**src/rtl/mem_access_unit_if.sv**
```systemverilog
// Data-memory bus between the MEM-stage access unit and the memory.
//   master (access unit): drives dmem_req/we/addr/wstrb/wdata,
//                         samples dmem_gnt/rvalid/rdata.
//   slave  (memory)     : the mirror image.
// Request fields are valid only while dmem_req is high and stay stable until
// dmem_gnt. dmem_rvalid returns one response per granted request, for loads
// and stores alike.
interface mem_access_unit_if #(
    parameter int unsigned XLEN = 32
);
    logic            dmem_req;
    logic            dmem_we;
    logic [XLEN-1:0] dmem_addr;
    logic [3:0]      dmem_wstrb;
    logic [XLEN-1:0] dmem_wdata;
    logic            dmem_gnt;
    logic            dmem_rvalid;
    logic [XLEN-1:0] dmem_rdata;

    modport master (
        output dmem_req, dmem_we, dmem_addr, dmem_wstrb, dmem_wdata,
        input  dmem_gnt, dmem_rvalid, dmem_rdata
    );

    modport slave (
        input  dmem_req, dmem_we, dmem_addr, dmem_wstrb, dmem_wdata,
        output dmem_gnt, dmem_rvalid, dmem_rdata
    );
endinterface

```
**src/rtl/mem_access_unit.sv**
```systemverilog
// MEM-stage data-memory access unit (RV32I).
// Takes load/store control, address and store data from EX/MEM, runs a
// req/gnt/rvalid transaction on the data bus, returns the sign/zero-extended
// load value and stalls EX/MEM and upstream while an access is in flight.
//
// Ports:
//   clk, reset          clock (rising edge), asynchronous active-low reset
//   flush               cancel the current access (trap / redirect)
//   MEM_memory_read/write, MEM_funct3, MEM_alu_result, MEM_read_data2
//                       access request from EX/MEM
//   dmem                data-memory bus (mem_access_unit_if.master)
//   MEM_load_data       registered, extended load result
//   MEM_stall           hold EX/MEM and upstream
//   MEM_access_done     one-cycle pulse when an access retires
//   MEM_misaligned      misaligned-access pulse
//
// Build option MEM_MISALIGNED_TRAP_EN: misaligned halfword/word accesses are
// not issued and raise MEM_misaligned for one cycle. Without it the low
// address bits below the access size are ignored and MEM_misaligned is 0.
module mem_access_unit #(
    parameter int unsigned XLEN = 32
) (
    input  logic                clk,
    input  logic                reset,
    input  logic                flush,
    input  logic                MEM_memory_read,
    input  logic                MEM_memory_write,
    input  logic [2:0]          MEM_funct3,
    input  logic [XLEN-1:0]     MEM_alu_result,
    input  logic [XLEN-1:0]     MEM_read_data2,
    mem_access_unit_if.master   dmem,
    output logic [XLEN-1:0]     MEM_load_data,
    output logic                MEM_stall,
    output logic                MEM_access_done,
    output logic                MEM_misaligned
);

    typedef enum logic [1:0] {IDLE, REQ, RESP, DONE} state_t;

    state_t          state_q, state_d;
    logic [XLEN-1:0] load_data_q, load_data_d;
    logic            discard_q, discard_d;
`ifdef MEM_MISALIGNED_TRAP_EN
    logic            misaligned_q, misaligned_d;
`endif

    logic            access;
    logic            is_load;
    logic            aligned;
    logic [1:0]      off;
    logic [3:0]      strb;
    logic [XLEN-1:0] wdata;
    logic [XLEN-1:0] rdata_shift;
    logic [XLEN-1:0] load_ext;
    logic            in_req;

    // Decode: effective lane offset, alignment, store lanes, load extraction.
    always_comb begin
        access  = MEM_memory_read | MEM_memory_write;
        // A simultaneous read+write is treated as a store.
        is_load = MEM_memory_read & ~MEM_memory_write;

        // Offset already drops the bits below the access size, so the
        // no-trap build simply ignores them.
        case (MEM_funct3[1:0])
            2'b00:   off = MEM_alu_result[1:0];
            2'b01:   off = {MEM_alu_result[1], 1'b0};
            default: off = 2'b00;
        endcase

`ifdef MEM_MISALIGNED_TRAP_EN
        case (MEM_funct3[1:0])
            2'b00:   aligned = 1'b1;
            2'b01:   aligned = ~MEM_alu_result[0];
            default: aligned = ~|MEM_alu_result[1:0];
        endcase
`else
        aligned = 1'b1;
`endif

        case (MEM_funct3[1:0])
            2'b00: begin
                strb  = 4'b0001 << off;
                wdata = {(XLEN/8){MEM_read_data2[7:0]}};
            end
            2'b01: begin
                strb  = 4'b0011 << off;
                wdata = {(XLEN/16){MEM_read_data2[15:0]}};
            end
            default: begin
                strb  = 4'b1111;
                wdata = MEM_read_data2;
            end
        endcase

        rdata_shift = dmem.dmem_rdata >> {off, 3'b000};
        case (MEM_funct3)
            3'b000:  load_ext = {{(XLEN-8){rdata_shift[7]}}, rdata_shift[7:0]};
            3'b001:  load_ext = {{(XLEN-16){rdata_shift[15]}}, rdata_shift[15:0]};
            3'b100:  load_ext = {{(XLEN-8){1'b0}}, rdata_shift[7:0]};
            3'b101:  load_ext = {{(XLEN-16){1'b0}}, rdata_shift[15:0]};
            default: load_ext = rdata_shift;
        endcase
    end

    // Next-state logic.
    always_comb begin
        state_d     = state_q;
        load_data_d = load_data_q;
        discard_d   = discard_q;
`ifdef MEM_MISALIGNED_TRAP_EN
        misaligned_d = 1'b0;
`endif
        case (state_q)
            IDLE: begin
                discard_d = 1'b0;
                if (access && aligned && !flush) state_d = REQ;
`ifdef MEM_MISALIGNED_TRAP_EN
                misaligned_d = access & ~aligned;
`endif
            end
            REQ: begin
                if (dmem.dmem_gnt) begin
                    state_d = RESP;
                    if (flush) discard_d = 1'b1;
                end else if (flush) begin
                    state_d = IDLE;
                end
            end
            RESP: begin
                // A flush here cannot cancel the bus transaction; the
                // response drains and its data is dropped.
                if (flush) discard_d = 1'b1;
                if (dmem.dmem_rvalid) begin
                    state_d = DONE;
                    if (is_load && !discard_q && !flush) load_data_d = load_ext;
                end
            end
            DONE: begin
                // EX/MEM still holds the retired instruction this cycle;
                // returning unconditionally to IDLE prevents a re-issue.
                state_d   = IDLE;
                discard_d = 1'b0;
            end
            default: state_d = IDLE;
        endcase
    end

    always_ff @(posedge clk or negedge reset) begin
        if (!reset) begin
            state_q     <= IDLE;
            load_data_q <= '0;
            discard_q   <= 1'b0;
`ifdef MEM_MISALIGNED_TRAP_EN
            misaligned_q <= 1'b0;
`endif
        end else begin
            state_q     <= state_d;
            load_data_q <= load_data_d;
            discard_q   <= discard_d;
`ifdef MEM_MISALIGNED_TRAP_EN
            misaligned_q <= misaligned_d;
`endif
        end
    end

    // Bus fields are gated by REQ so the bus is all-zero outside a request.
    always_comb begin
        in_req          = (state_q == REQ);
        dmem.dmem_req   = in_req;
        dmem.dmem_we    = in_req & MEM_memory_write;
        dmem.dmem_addr  = in_req ? {MEM_alu_result[XLEN-1:2], 2'b00} : '0;
        dmem.dmem_wstrb = (in_req && MEM_memory_write) ? strb : '0;
        dmem.dmem_wdata = (in_req && MEM_memory_write) ? wdata : '0;

        // A flush in REQ without grant abandons the request, so the stall
        // drops in that same cycle.
        MEM_stall = ((state_q == IDLE) && access && aligned && !flush)
                  | (in_req && !(flush && !dmem.dmem_gnt))
                  | (state_q == RESP);
        MEM_access_done = (state_q == DONE) && !discard_q;
        MEM_load_data   = load_data_q;
`ifdef MEM_MISALIGNED_TRAP_EN
        MEM_misaligned  = misaligned_q;
`else
        MEM_misaligned  = 1'b0;
`endif
    end

endmodule

```
**src/flat_wrapper.sv**
```systemverilog
// flat-port wrapper written by rule: the top's interface ports become plain ports
module mem_access_unit_flat 
#(
    parameter int unsigned XLEN = 32
)
  (clk, reset, flush, MEM_memory_read, MEM_memory_write, MEM_funct3, MEM_alu_result, MEM_read_data2, MEM_load_data, MEM_stall, MEM_access_done, MEM_misaligned, dmem_dmem_req, dmem_dmem_we, dmem_dmem_addr, dmem_dmem_wstrb, dmem_dmem_wdata, dmem_dmem_gnt, dmem_dmem_rvalid, dmem_dmem_rdata);
  mem_access_unit_if #(.XLEN(XLEN)) dmem_i ();
  input  logic clk;
  input  logic reset;
  input  logic flush;
  input  logic MEM_memory_read;
  input  logic MEM_memory_write;
  input  logic [2:0] MEM_funct3;
  input  logic [XLEN-1:0] MEM_alu_result;
  input  logic [XLEN-1:0] MEM_read_data2;
  output logic [XLEN-1:0] MEM_load_data;
  output logic MEM_stall;
  output logic MEM_access_done;
  output logic MEM_misaligned;
  output wire logic [$bits(dmem_i.dmem_req)-1:0] dmem_dmem_req;
  output wire logic [$bits(dmem_i.dmem_we)-1:0] dmem_dmem_we;
  output wire logic [$bits(dmem_i.dmem_addr)-1:0] dmem_dmem_addr;
  output wire logic [$bits(dmem_i.dmem_wstrb)-1:0] dmem_dmem_wstrb;
  output wire logic [$bits(dmem_i.dmem_wdata)-1:0] dmem_dmem_wdata;
  input wire logic [$bits(dmem_i.dmem_gnt)-1:0] dmem_dmem_gnt;
  input wire logic [$bits(dmem_i.dmem_rvalid)-1:0] dmem_dmem_rvalid;
  input wire logic [$bits(dmem_i.dmem_rdata)-1:0] dmem_dmem_rdata;
  assign dmem_dmem_req = dmem_i.dmem_req;
  assign dmem_dmem_we = dmem_i.dmem_we;
  assign dmem_dmem_addr = dmem_i.dmem_addr;
  assign dmem_dmem_wstrb = dmem_i.dmem_wstrb;
  assign dmem_dmem_wdata = dmem_i.dmem_wdata;
  assign dmem_i.dmem_gnt = dmem_dmem_gnt;
  assign dmem_i.dmem_rvalid = dmem_dmem_rvalid;
  assign dmem_i.dmem_rdata = dmem_dmem_rdata;
  mem_access_unit #(.XLEN(XLEN)) u_core (.clk(clk), .reset(reset), .flush(flush), .MEM_memory_read(MEM_memory_read), .MEM_memory_write(MEM_memory_write), .MEM_funct3(MEM_funct3), .MEM_alu_result(MEM_alu_result), .MEM_read_data2(MEM_read_data2), .dmem(dmem_i), .MEM_load_data(MEM_load_data), .MEM_stall(MEM_stall), .MEM_access_done(MEM_access_done), .MEM_misaligned(MEM_misaligned));
endmodule
```
**config.mk**
```make
export PLATFORM = sky130hd
export DESIGN_NAME = mem_access_unit_flat
export DESIGN_NICKNAME = d
export VERILOG_FILES = /design/src/rtl/mem_access_unit_if.sv /design/src/rtl/mem_access_unit.sv /design/src/flat_wrapper.sv
export SDC_FILE = /design/constraint.sdc
export NUM_CORES = 1
export LEC_CHECK = 0
export ABC_AREA = 0
export ABC_CLOCK_PERIOD_IN_PS = 4400
export CAP_MARGIN = 30
export CORE_MARGIN = 2
export CORE_UTILIZATION = 33
export CTS_BUF_LIST = sky130_fd_sc_hd__clkbuf_2 sky130_fd_sc_hd__clkbuf_4 sky130_fd_sc_hd__clkbuf_8
export DETAILED_ROUTE_END_ITERATION = 8
export DONT_BUFFER_PORTS = 1
export SETUP_SLACK_MARGIN = 0.3
export SLEW_MARGIN = 20
export SYNTH_ARGS = -nofsm -noshare
export SYNTH_HDL_FRONTEND = slang
export SYNTH_SLANG_ARGS = --single-unit
```
**constraint.sdc**
```tcl
create_clock -name clk -period 4.4 [get_ports clk]
set_input_delay 0.44 -clock clk [delete_from_list [all_inputs] [get_ports clk]]
set_output_delay 0.44 -clock clk [all_outputs]
set_load 0.005 [all_outputs]
```
# ---- Word-level counts from Yosys, hierarchy flattened
# Index checks and enable logic that the tools add are counted.
dict set report totals {
  register_bits 35
}
dict set report op_classes {
  eq_ne 11
  shift 3
  mux 15
  bitwise_logic 6
  reduce_logical 19
}
# cell count
set op_table {}
lappend op_table {{one-hot mux 32 bit (4 select lines)} 1}
lappend op_table {{two-way mux 32 bit} 2}
lappend op_table {{one-hot mux 32 bit (2 select lines)} 1}
lappend op_table {{right shift 32 x 5 -> 32 bit} 1}
lappend op_table {{logical AND 1 bit} 9}
lappend op_table {{two-way mux 2 bit} 4}
lappend op_table {{one-hot mux 2 bit (4 select lines)} 1}
lappend op_table {{one-hot mux 4 bit (2 select lines)} 1}
lappend op_table {{== test 3 bit, second input constant} 2}
lappend op_table {{AND reduction 3 bit} 2}
lappend op_table {{== test 2 x 1 -> 1 bit, second input constant} 2}
lappend op_table {{== test 2 bit, second input constant} 2}
lappend op_table {{logical NOT 1 bit} 4}
lappend op_table {{logical NOT 2 bit} 2}
lappend op_table {{two-way mux 4 bit} 1}
lappend op_table {{inequality test 2 x 1 -> 1 bit, second input constant} 2}
lappend op_table {{one-hot mux 2 bit (2 select lines)} 1}
lappend op_table {{left shift 1 x 2 -> 4 bit, first input constant} 1}
lappend op_table {{left shift 2 x 2 -> 4 bit, first input constant} 1}
lappend op_table {{== test 3 x 1 -> 1 bit, second input constant} 1}
lappend op_table {{logical NOT 3 bit} 1}
lappend op_table {{inequality test 3 x 2 -> 1 bit, second input constant} 1}
lappend op_table {{bitwise OR 1 bit} 3}
lappend op_table {{one-hot mux 1 bit (3 select lines)} 1}
lappend op_table {{5 further kinds} 7}

# ---- Logic depth before layout (Yosys ltp)
dict set report logic_depth {
  ltp_word 6
  ltp_mapped 9
  depth_no_buf 6
}

# ---- Worst setup path after synthesis
# No wires, ideal clock.
dict set report synth_timing {
  path_kind {input -> register}
  from {input MEM_funct3[0]}
  to {register u_core.load_data_q[0] (netlist: u_core.MEM_load_data[0])}
  t_arrival_ns 1.832
  required_time_ns 4.275
  path_slack_ns 2.444
  path_stages 6
  n_path_buf 2
  cell_sequence {buf_4 nor2_2 and2_1 buf_6 mux4_2 mux2_2}
}
dict set report synth_between {
  elab_chain_len 4
  word_cells_on_any_way 5
}
# element line_no
set synth_rtl {}
lappend synth_rtl {{start, declared} flat_wrapper.sv:13} ;# input logic [2:0] MEM_funct3;
lappend synth_rtl {{== test 2 x 1 -> 1 bit or logical NOT 2 bit (tied branches)} mem_access_unit.sv:65} ;# case (MEM_funct3[1:0])
lappend synth_rtl {{one-hot mux 2 bit (2 select lines) *} mem_access_unit.sv:65}
lappend synth_rtl {{right shift 32 x 5 -> 32 bit *} mem_access_unit.sv:96} ;# rdata_shift = dmem.dmem_rdata >> {off, 3'b000};
lappend synth_rtl {{one-hot mux 32 bit (4 select lines) *} mem_access_unit.sv:97} ;# case (MEM_funct3)
lappend synth_rtl {{end signal, assigned} mem_access_unit.sv:159} ;# load_data_q <= load_data_d;
lappend synth_rtl {{end, declared} mem_access_unit.sv:41} ;# logic [XLEN-1:0] load_data_q, load_data_d;
# Every way passes the cells marked *; elsewhere a longest branch is shown, timed or not.
# A chain may end at the register's enable or synchronous reset.

# ---- Final worst setup path
dict set report layout_timing {
  from {register u_core.state_q[0]}
  to {register u_core.load_data_q[5] (netlist: u_core.MEM_load_data[5])}
}
dict set report layout_between {
  elab_chain_len 2
}
# element line_no
set layout_rtl {}
lappend layout_rtl {{start, declared} mem_access_unit.sv:40} ;# state_t state_q, state_d;
lappend layout_rtl {{start signal, assigned} mem_access_unit.sv:158} ;# state_q <= state_d;
lappend layout_rtl {{== test 2 bit} mem_access_unit.sv:114} ;# case (state_q)
lappend layout_rtl {{AND reduction 3 bit (no source line)} --}
# Every way passes these cells.

==> reports/results.txt <==
Number of primary I/O pins: 211
Unrepaired setup endpoints after global routing: false
Final weighted congestion in routability-driven placement: 0.933
Proportion of power drawn by the clock network: 0.206
Maximum number of pins on one net before global-route repair: 50
Final period utilization: 0.618
Buffer type at the clock tree root: sky130_fd_sc_hd__clkbuf_8
Relative slew margins: 0.469
Cell type with the largest total area after synthesis: sky130_fd_sc_hd__dfrtp_1
Leading cell type in the layout, fill and taps excluded: sky130_fd_sc_hd__and2_1
Relative contribution of sequential cells to total power: 0.409
Type of destination of the critical path: flip-flop
Routed Antenna Nets: 0
Core area: 8300 sq um
Starting density of the core: 0.345
Most common flop cell mapped by yosys: sky130_fd_sc_hd__dfrtp_1
Proportion of power drawn by combinational gates: 0.385
Post-route clock skew: 0.00621 ns
Number of clock buffers inserted by TritonCTS: 5
Number of flops mapped to enable cells by yosys: 0
Tightest Pin Transition: 0.794 ns
Switching power total: 574 uW
Largest voltage drop on the vdd net: 0.000183 V
Total routed wirelength: 10800 microns
CP Max Fanout: 26
TritonCTS Sinks: 35
Height of the chip: 97.2 microns
Internal cell power: 864 uW
Max-Cap Viols: 0
Clock tree buffer depth: 2
Clock latency on the worst-skew pair: 0.29 ns
Gate count after technology mapping: 345
Leak: 0.00129 uW
Switching share of total power: 0.399
DR pass1 iterations: 4
Number of antenna violations at the first check in global routing: 2
Fillers: 839
Vias/cell: 6.11
Mean cell area of the mapped netlist: 8.31 sq um
Slowest-stage cell, CP: sky130_fd_sc_hd__and2_1
Die Wd: 97.2 microns
Portion of synthesized cell area occupied by the leading cell type: 0.306
Required time at the endpoint of the critical path: 4.57 ns
Count of cell types in the netlist: 40
Cell-by-cell trace of the critical path: inv_1, ha_1, and4b_1, and2_1, buf_4, mux2_2
Die Footprint: 9440 sq um
Sequential element share of the synthesized area: 0.306
Clock slew seen by the registers of the worst setup and hold paths: 0.07 ns
Resized Gates After CTS: 0
Number of setup violations in the final report: 0
CP Data Arrival Time: 2.89 ns
Number of slew-limit violations in the final report: 0
CTS tree: yes
Final hold violations: 0
Number of warning messages in the yosys log: 0
Netlist area before placement: 2870 sq um
Post-layout instance count excluding filler cells: 436
Max Fclk: 368 MHz
Number of design rule violations left after detail routing: 0
Number of input and output port buffers inserted: 0
Number of global-route vias before repair: 2562
First-pass GRT wire length: 15700 microns
Number of DRC markers in iteration 0: 145
Cell types occupying the most area after synthesis: sky130_fd_sc_hd__dfrtp_1 (31%), sky130_fd_sc_hd__and2_1 (10%), sky130_fd_sc_hd__mux2i_1 (6.3%)
Min Clock Period, post-route: 2.72 ns
Final setup margin: 1.68 ns
Total number of vias: 2664
Ratio of cells with drive above 1 in the final layout: 0.119
Number of storage elements in the synthesis netlist: 35
Post-DP HPWL: 8380 microns
Util after Layout: 0.367
Aggregate global routing overflow: 0
Depth of the worst register-to-register path: 6
Top Family by Delay on Critical Path: simple AND/OR/NAND/NOR gates
Result of the run: finished clean
Type of the setup path with the least slack: flip-flop to flip-flop
Post-synthesis async set-or-reset flop share: 1.00
CP startpoint kind: flip-flop
Total number of nets in the final design: 439
Setup TNS: 0 ns
Power per standard cell area: 473 nW/um^2
Logic depth of the worst setup path including buffers: 6
Rows: 33
Largest stage delay, worst path: 0.69 ns
Worst path buffer plus inverter count: 2
Synthesis-to-finish area growth: 6.16%
Worst setup slack after placement: 1.70 ns
Average wire per standard cell: 24.8 microns
Level count of the clock H-tree: 2
Instance count along the most critical hold path: 2
GRT Total Usage: 0.214
Worst min-delay path category: input port to flip-flop
Most used cells in the layout excluding fill and tap cells: sky130_fd_sc_hd__and2_1 (48), sky130_fd_sc_hd__o21ai_0 (36), sky130_fd_sc_hd__dfrtp_1 (35), sky130_fd_sc_hd__nor2_1 (31), sky130_fd_sc_hd__nand2_1 (22)
Placed Cells incl. Taps: 422
routing by layer:
layer  routed length, microns  up-vias  GRT usage
met4                      393        0     0.0899
met2                     5690      172      0.386
met1                     3700     1289      0.233
li1                         -     1182          -
met3                     1040       21     0.0647
met5                        0        -          0
logic make-up after synthesis:
kind of cell / synth area share
AO/OA/AOI/OAI: 0.206
adder cells (fa/ha/maj): 0.0218
buffers and inverters: 0.0655
flip-flops: 0.306
multiplexers: 0.169
other: 0.00131
AND/OR/NAND/NOR: 0.231
Yosys cell counts, drive strengths merged (4+ instances only):
master and n:
a21boi 5, a21oi 20, a31oi 5, and2 48, and3 9, buf 17, clkbuf 16, dfrtp 35
ha 5, inv 6, mux2 13, mux2i 18, mux4 7, nand2 22, nor2 33, nor3 4
o21ai 40, o22ai 19
path summary, 6_finish.rpt:
kind	endpoint	slack, ns	start
setup reg to reg	u_core.MEM_load_data[5]	1.68	u_core.state_q[0]
hold reg to reg	u_core.MEM_load_data[4]	0.54	u_core.MEM_load_data[4]
max in group asynchronous	u_core.MEM_load_data[28]	3.60	reset
setup / recovery	u_core.MEM_load_data[5]	1.68	u_core.state_q[0]
hold / removal	u_core.discard_q	0.33	flush
min in group asynchronous	u_core.MEM_load_data[23]	0.60	reset
through the flow:
stage / total power, uW / hold WS [ns] / instance area [sq um]
2_1_floorplan: 1000 / 0.144 / 2870
3_3_place_gp: 1110 / 0.145 / 2860
3_5_place_dp: 1130 / 0.145 / 2860
4_1_cts: 1440 / 0.325 / 3010
5_1_grt: 1540 / 0.340 / 3040
6_report: 1440 / 0.330 / 3040
area by class of cell:
class,count,area [sq um],share of cell area
Multi-Input combinational cell,273,1810,0.596
Sequential cell,35,876,0.288
Tap cell,105,131,0.0432
Timing Repair Buffer,7,82.6,0.0271
Clock buffer,5,68.8,0.0226
Clock inverter,3,43.8,0.0144
Inverter,6,22.5,0.00740
Antenna cell,2,5.00,0.00165
power groups by stage:
| stage | clock [uW] | combinational [uW] | sequential [uW] |
|---|---|---|---|
| 2_1_floorplan | 0 | 452 | 550 |
| 3_3_place_gp | 0 | 520 | 595 |
| 3_5_place_dp | 0 | 529 | 598 |
| 4_1_cts | 301 | 544 | 591 |
| 5_1_grt | 317 | 618 | 608 |
| 6_report | 296 | 554 | 588 |
state kept, by name, summed over array words and instances, names as in the netlist, named ones only:
name	flops
u_core.MEM_load_data	32
u_core.discard_q	1
u_core.state_q	1
what timing repair did:
action                                  CTS  global route
endpoints found under the hold margin    35             0
setup buffers                             0             0
endpoints found under the setup margin    0             0
hold buffers                              2             0
No activity file was read; power rests on OpenSTA's default activity.
